File: src/rtl/uart_pkg.sv
// uart_pkg: shared UART types and constants
package uart_pkg;
  localparam int UART_DATA_W = 8;
  localparam int UART_DIV_115200 = 868;
  localparam int PAR_NONE = 0;
  localparam int PAR_EVEN = 1;
  localparam int PAR_ODD = 2;
  typedef enum logic [2:0] {IDLE, START, DATA, PARITY, STOP} tx_state_t;
endpackage

File: src/rtl/uart_tx_if.sv
// uart_tx_if: byte handshake between a source and the UART transmitter
interface uart_tx_if;
  import uart_pkg::*;
  logic tx_valid;
  logic [UART_DATA_W-1:0] tx_data;
  logic tx_ready;
  logic tx_busy;
  modport master (output tx_valid, tx_data, input tx_ready, tx_busy);
  modport slave (input tx_valid, tx_data, output tx_ready, tx_busy);
endinterface

File: src/rtl/uart_baud_gen.sv
// uart_baud_gen: bit-period clock enable, held at phase 0 while clear is high
module uart_baud_gen #(
  parameter int CLK_DIV = 868
) (
  input  logic clk,
  input  logic rst,
  input  logic clear,
  output logic tick
);
  localparam int W = $clog2(CLK_DIV);
  logic [W-1:0] cnt_q, cnt_d;
  always_comb begin
    tick = cnt_q == W'(CLK_DIV - 1);
    cnt_d = (clear || tick) ? '0 : cnt_q + 1'b1;
  end
  always_ff @(posedge clk or posedge rst)
    if (rst) cnt_q <= '0;
    else cnt_q <= cnt_d;
endmodule

File: src/rtl/uart_tx.sv
// uart_tx: UART transmitter, start + 8 data bits LSB first + optional parity + 1/2 stop bits
module uart_tx
  import uart_pkg::*;
#(
  parameter int CLK_DIV = UART_DIV_115200,
  parameter int PARITY = PAR_NONE,
  parameter int STOP_BITS = 1
) (
  input  logic clk,
  input  logic rst,
  uart_tx_if.slave bus,
  output logic tx
);
  tx_state_t state_q, state_d;
  logic [UART_DATA_W-1:0] shift_q, shift_d;
  logic [2:0] idx_q, idx_d;
  logic stop_q, stop_d, par_q, par_d, tx_q, tx_d, tick, accept;
  initial if (PARITY > 2 || PARITY < 0 || STOP_BITS < 1 || STOP_BITS > 2 || CLK_DIV < 2)
    $error("uart_tx: illegal parameters CLK_DIV=%0d PARITY=%0d STOP_BITS=%0d", CLK_DIV, PARITY, STOP_BITS);
  uart_baud_gen #(.CLK_DIV(CLK_DIV)) u_baud (.clk(clk), .rst(rst), .clear(state_q == IDLE), .tick(tick));
  assign bus.tx_ready = state_q == IDLE;
  assign bus.tx_busy = state_q != IDLE;
  assign accept = bus.tx_valid && bus.tx_ready;
  assign tx = tx_q;
  always_comb begin
    state_d = state_q;
    shift_d = shift_q;
    idx_d = idx_q;
    stop_d = stop_q;
    par_d = par_q;
    if (accept) begin
      state_d = START;
      shift_d = bus.tx_data;
      idx_d = '0;
      stop_d = 1'b0;
      par_d = (PARITY == PAR_ODD) ? ~^bus.tx_data : ^bus.tx_data;
    end else if (tick) begin
      case (state_q)
        START: state_d = DATA;
        DATA: begin
          shift_d = shift_q >> 1;
          if (idx_q == 3'd7) state_d = (PARITY != PAR_NONE) ? uart_pkg::PARITY : STOP;
          else idx_d = idx_q + 3'd1;
        end
        uart_pkg::PARITY: state_d = STOP;
        STOP: begin
          if (stop_q == 1'(STOP_BITS - 1)) state_d = IDLE;
          else stop_d = 1'b1;
        end
        default: state_d = IDLE;
      endcase
    end
    // tx is registered from the current state, so the line lags the state by one clock
    tx_d = (state_q == START) ? 1'b0 :
           (state_q == DATA) ? shift_q[0] :
           (state_q == uart_pkg::PARITY) ? par_q : 1'b1;
  end
  always_ff @(posedge clk or posedge rst)
    if (rst) begin
      state_q <= IDLE;
      shift_q <= '0;
      idx_q <= '0;
      stop_q <= 1'b0;
      par_q <= 1'b0;
      tx_q <= 1'b1;
    end else begin
      state_q <= state_d;
      shift_q <= shift_d;
      idx_q <= idx_d;
      stop_q <= stop_d;
      par_q <= par_d;
      tx_q <= tx_d;
    end
endmodule

File: src/flat_wrapper.sv
// flat-port wrapper written by rule: the top's interface ports become plain ports
module uart_tx_flat import uart_pkg::*;
#(
  parameter int CLK_DIV = UART_DIV_115200,
  parameter int PARITY = PAR_NONE,
  parameter int STOP_BITS = 1
)
  (clk, rst, tx, bus_tx_valid, bus_tx_data, bus_tx_ready, bus_tx_busy);
  uart_tx_if bus_i ();
  input  logic clk;
  input  logic rst;
  output logic tx;
  input wire logic [$bits(bus_i.tx_valid)-1:0] bus_tx_valid;
  input wire logic [$bits(bus_i.tx_data)-1:0] bus_tx_data;
  output wire logic [$bits(bus_i.tx_ready)-1:0] bus_tx_ready;
  output wire logic [$bits(bus_i.tx_busy)-1:0] bus_tx_busy;
  assign bus_i.tx_valid = bus_tx_valid;
  assign bus_i.tx_data = bus_tx_data;
  assign bus_tx_ready = bus_i.tx_ready;
  assign bus_tx_busy = bus_i.tx_busy;
  uart_tx #(.CLK_DIV(CLK_DIV), .PARITY(PARITY), .STOP_BITS(STOP_BITS)) u_core (.clk(clk), .rst(rst), .bus(bus_i), .tx(tx));
endmodule
File: config.mk
export PLATFORM = sky130hd
export DESIGN_NAME = uart_tx_flat
export DESIGN_NICKNAME = d
export VERILOG_FILES = /design/src/rtl/uart_pkg.sv /design/src/rtl/uart_tx_if.sv /design/src/rtl/uart_baud_gen.sv /design/src/rtl/uart_tx.sv /design/src/flat_wrapper.sv
export SDC_FILE = /design/constraint.sdc
export NUM_CORES = 1
export LEC_CHECK = 0
export CAP_MARGIN = 20
export CORE_MARGIN = 5
export CORE_UTILIZATION = 40
export DETAILED_ROUTE_END_ITERATION = 12
export SYNTH_ARGS = -nofsm -noshare
export SYNTH_HDL_FRONTEND = slang
export SYNTH_HIERARCHICAL = 1
export SYNTH_SLANG_ARGS = --single-unit
File: constraint.sdc
create_clock -name clk -period 2.45 [get_ports clk]
set_clock_uncertainty 0.05 [all_clocks]
set_input_delay 0.49 -clock clk [delete_from_list [all_inputs] [get_ports clk]]
set_output_delay 0.49 -clock clk [all_outputs]
set_load 0.01 [all_outputs]
# Word-level counts from Yosys, hierarchy flattened

Cells that the tools add are included.

Flip-flop bits (word level): 27
Input bits: 11
Output and inout port bits: 3
Word-level logic and storage cells: 50

Add/subtract/negate cells: 2
Equal/unequal tests: 9
Muxes and demuxes: 20
Reductions and logical operators: 12

Operators with widths:

| cell                  | number |
|---|---|
| $mux 3                | 8 |
| $mux 8                | 3 |
| $pmux 3 s4            | 1 |
| $add 10x1->10 const B | 1 |
| $eq 10x10->1 const B  | 1 |
| $mux 10               | 1 |
| $reduce_xor 8->1      | 1 |
| $mux 1                | 7 |
| $eq 3x2->1 const B    | 2 |
| $eq 3x3->1 const B    | 2 |
| $reduce_and 3->1      | 2 |
| $reduce_bool 2->1     | 3 |
| $reduce_and 2->1      | 2 |
| $add 3x1->3 const B   | 1 |
| $eq 3x1->1 const B    | 1 |
| $logic_not 3->1       | 1 |
| $ne 3x1->1 const B    | 1 |
| $ne 3x3->1 const B    | 1 |
| $reduce_bool 3->1     | 1 |
| $ne 2x1->1 const B    | 1 |
| $logic_and 1x1->1     | 1 |
| $logic_or 1x1->1      | 1 |

# Logic depth before layout (Yosys ltp)

Gate-level depths: netlist of run 1.

Word-level depth: 5
Gate-level depth with buffers: 8
Depth with buffers taken out: 7

# Hierarchy

Netlist of run 1, hierarchy kept.

Modules (own cells, without submodules):

| module        | instances | cells an instance | area an instance (um^2) | sequential area each (um^2) |
|---|---|---|---|---|
| uart_tx       | 1         | 82                | 873.3                   | 401.6 |
| uart_baud_gen | 1         | 57                | 569.3                   | 250.2 |

# Least setup slack after synthesis of run 1

Ideal clock, no wire load.

Kind: register to register
Start point: register u_core.u_baud.cnt_q[0]
End point: register u_core.shift_q[0]
Arrival: 2124 ps
Required time: 2323 ps
Path slack: 199 ps
Stages on the path, launching flop included: 9
Path buffers: 1
Path through: dfrtp_1 ha_1 nand4bb_4 nor4_1 nand2_2 a211oi_2 buf_4 nor2_1 a21oi_1

Longest elaborated chain between the ends: 3

RTL lines:

| item                        | line                | source |
|---|---|---|
| start, declared             | uart_baud_gen.sv:11 | `logic [W-1:0] cnt_q, cnt_d;` |
| start signal, assigned      | uart_baud_gen.sv:18 | `else cnt_q <= cnt_d;` |
| $eq 10x10->1                | uart_baud_gen.sv:13 | `tick = cnt_q == W'(CLK_DIV - 1);` |
| net u_core.tick             | uart_tx.sv:17       | `logic stop_q, stop_d, par_q, par_d, tx_q, tx_d, tick, accept;` |
| $reduce_bool 2->1 (no line) | n/a                 |  |
| $reduce_and 2->1 (no line)  | n/a                 |  |
| end signal, assigned        | uart_tx.sv:68       | `shift_q <= shift_d;` |
| end, declared               | uart_tx.sv:15       | `logic [UART_DATA_W-1:0] shift_q, shift_d;` |

The timed path passes the listed nets, and every way through them passes these cells.
A chain may end at the register's enable or synchronous reset.

# Final worst setup path of run 1

Start point: register u_core.state_q[2]
End point: output port bus_tx_ready

Longest elaborated chain between the ends: 1

RTL lines:

| item                   | line               | source |
|---|---|---|
| start, declared        | uart_tx.sv:14      | `tx_state_t state_q, state_d;` |
| start signal, assigned | uart_tx.sv:67      | `state_q <= state_d;` |
| $logic_not 3->1        | uart_tx.sv:21      | `assign bus.tx_ready = state_q == IDLE;` |
| end, declared          | flat_wrapper.sv:15 | `output wire logic [$bits(bus_i.tx_ready)-1:0] bus_tx_ready;` |

No other way between the ends.

==> results.toml, run 1 <==
[clock_network]
htree_levels = 1
cts_buffers = 3
cts_tree = "done"
cts_hold_buf = 0
cts_buffer_depth = 2
clock_latency_ns = 0.32
post_cts_buffers = 0
clk_pin_slew_worst_paths_ns = 0.14
cts.sinks = 26
root_buffer = "clkbuf_4"

[route]
vias_per_cell = 5.00
routed_wirelength_mm = 2.62
ant_nets = 0
drc = 0
dr.first_iter.drc_count = 39
firstDrtPassIters = 4
vias = 1004
wl_per_cell_um = 13.0

[timing]
rsz0062_at_grt = "false"
tightest_slew_ns = 0.629
fin_ws_ns = 0.188
fin_setup_tns_ns = 0
slew_viol_final = 0
min_period_ns = 2.26
slew_headroom_pct = 58.1
fin_crit_sh_pct = 92.3
fmax_mhz = 442
finalHoldViolations = 0
setup_viol = 0

[logic_synthesis]
async_flop_share_pct = 100
seq_area_frac_synth_pct = 45.2
postSynthCellCount = 139
syn_nets = 153
synth_ff_type = "dfrtp_1"
synth_warnings = 6
synth_area_per_cell_um2 = 10.4
synth-seq-cells = 26
synth_edf_count = 0
synthDistinctLibCells = 37
syn_area_mm2 = 0.00144

[grt]
grt_pass1_wl_mm = 4.68
grt_antenna_before_repair = 0
grt_pass1_vias = 1010
grt_start_max_net_pins = 17
track_usage_pct = 11.6
overflow = 0

[critical_path]
path_cells = "nor3_2 -> clkdlybuf4s50_1"
crit_fanout = 9
endpoint_kind = "primary output"
cp.required_ns = 1.91
cp.arrival_ns = 1.72
path_class = "flop to primary output"
crit_slowest_cell = "clkdlybuf4s50_1"
start_kind = "flop"
max_stage_delay_ns = 0.57

[placement]
dpl.hpwl_mm = 2.00
place_congestion = 0.767
pre_cts_ws_ns = 0.244
numPortBuffers = 13

[cells_and_area]
final_common_cell = "dfrtp_1"
final_cell_mix = "dfrtp_1, nor2_1, clkdlybuf4s50_1, a21oi_1"
drive_gt1_share_pct = 13.5
final_nets = 170
area_delta_synth_final_pct = 15.0
num_antenna_cells = 0

[floorplan]
dieHeight_um = 70.1
rows = 21
io_pins = 14
die_area_mm2 = 0.00491
fp.dieW_um = 70.1
core_mm2 = 0.00342
start_util_pct = 42.2

[power]
p_per_area_mw_per_mm2 = 699
vdd_drop_max_v = 0.000406
leakagePower_uw = 0.000653

[hold_path]
worst_hold_path_type = "primary input to asynchronous set/reset pin"

[outcome]
status = "completed"

[flow_run]
drv_cap = 0
## layout make-up
class,count,area (um^2)
clock buffer,4,36.3
fill,326,1760
inverter,9,33.8
multi-input combinational,98,712
sequential,26,652
tap,46,57.6
timing repair buffer,18,168
## path summary, 6_finish.rpt
path | cells past startpoint | slack (ns) | endpoint | start
worst max register to register | 9 | 0.24 | u_core/shift_q[5] | u_core/u_baud/cnt_q[0]
max in group asynchronous | 2 | 1.44 | u_core/shift_q[3] | rst
worst max-delay path | 2 | 0.19 | bus_tx_ready | u_core/state_q[2]
worst min register to register | 2 | 0.49 | u_core/shift_q[3] | u_core/shift_q[3]
worst min-delay path | 2 | 0.40 | u_core/u_baud/cnt_q[3] | rst
min in group clk | 2 | 0.49 | u_core/shift_q[3] | u_core/shift_q[3]
## timing repair
item,in CTS,in global routing
gates resized for setup,0,1
endpoints found under the setup margin,0,1
hold endpoints to repair,0,0
## registers in the layout, summed over array words and instances, names as in the netlist
register / count
u_core/tx: 1
u_core/par_q: 1
u_core/state_q: 3
u_core/u_baud/cnt_q: 10
u_core/idx_q: 3
u_core/shift_q: 8
## cell families after synthesis
family,count (synthesis),share of synthesized area [%]
AND/OR/NAND/NOR,48,20.2
AO/OA/AOI/OAI,27,13.3
flip-flops,26,45.2
buffers and inverters,15,5.81
XOR/XNOR,11,6.68
multiplexers,9,6.24
adder cells (fa/ha/maj),3,2.60
## critical path: cells and delay by family (launching register included)
family,cells,cell delay [ns]
buf+inv,1,0.57
flops,1,0.56
simple gates,1,0.28
## report_power, final
group	total [uW]	internal [uW]	switching, uW
registers	641	537	104
clock network	218	90.8	127
logic	301	156	144
total	1160	784	375
## synthesized netlist by cell type, types with 2 or more instances
| cell | number | area [um^2] |
|---|---|---|
| nand2_1 | 4 | 15.0 |
| a21oi_1 | 11 | 55.1 |
| xnor2_1 | 9 | 78.8 |
| o21ai_0 | 6 | 30.0 |
| xor2_1 | 2 | 17.5 |
| buf_6 | 2 | 22.5 |
| nor3_1 | 5 | 25.0 |
| dfrtp_1 | 25 | 626 |
| mux2i_1 | 9 | 90.1 |
| nand3_1 | 7 | 35.0 |
| or3_1 | 4 | 25.0 |
| inv_1 | 9 | 33.8 |
| nor2_1 | 17 | 63.8 |
| nand4_1 | 2 | 12.5 |
| buf_4 | 3 | 22.5 |
| ha_1 | 3 | 37.5 |
## per-stage QoR
| step | instances | total power (uW) | hold slack, ns | util, % | cell area (um^2) |
|---|---|---|---|---|---|
| after floorplan | 139 | 882 | 0.280 | - | 1440 |
| after global placement | 197 | 935 | 0.458 | 47.4 | 1620 |
| after detailed placement | 197 | 953 | 0.469 | 47.4 | 1620 |
| after CTS | 201 | 1180 | 0.393 | 48.4 | 1650 |
| after global routing | 201 | 1250 | 0.449 | 48.6 | 1660 |
| final | 201 | 1160 | 0.396 | 48.6 | 1660 |
## routing by layer
layer | GRT usage, % | routed length [um] | vias up
met5 | 0 | 0 | -
li1 | - | - | 517
met3 | 2.30 | 68 | 2
met4 | 3.83 | 19 | 0
met1 | 16.4 | 1360 | 473
met2 | 17.7 | 1180 | 12
No activity file was read; power rests on OpenSTA's default activity.
==> run 2: changes to the inputs <==
CAP_MARGIN = not set   (was 20)
==> results of run 2 <==
The final DEF is identical to that of run 1; final timing and power are the same.
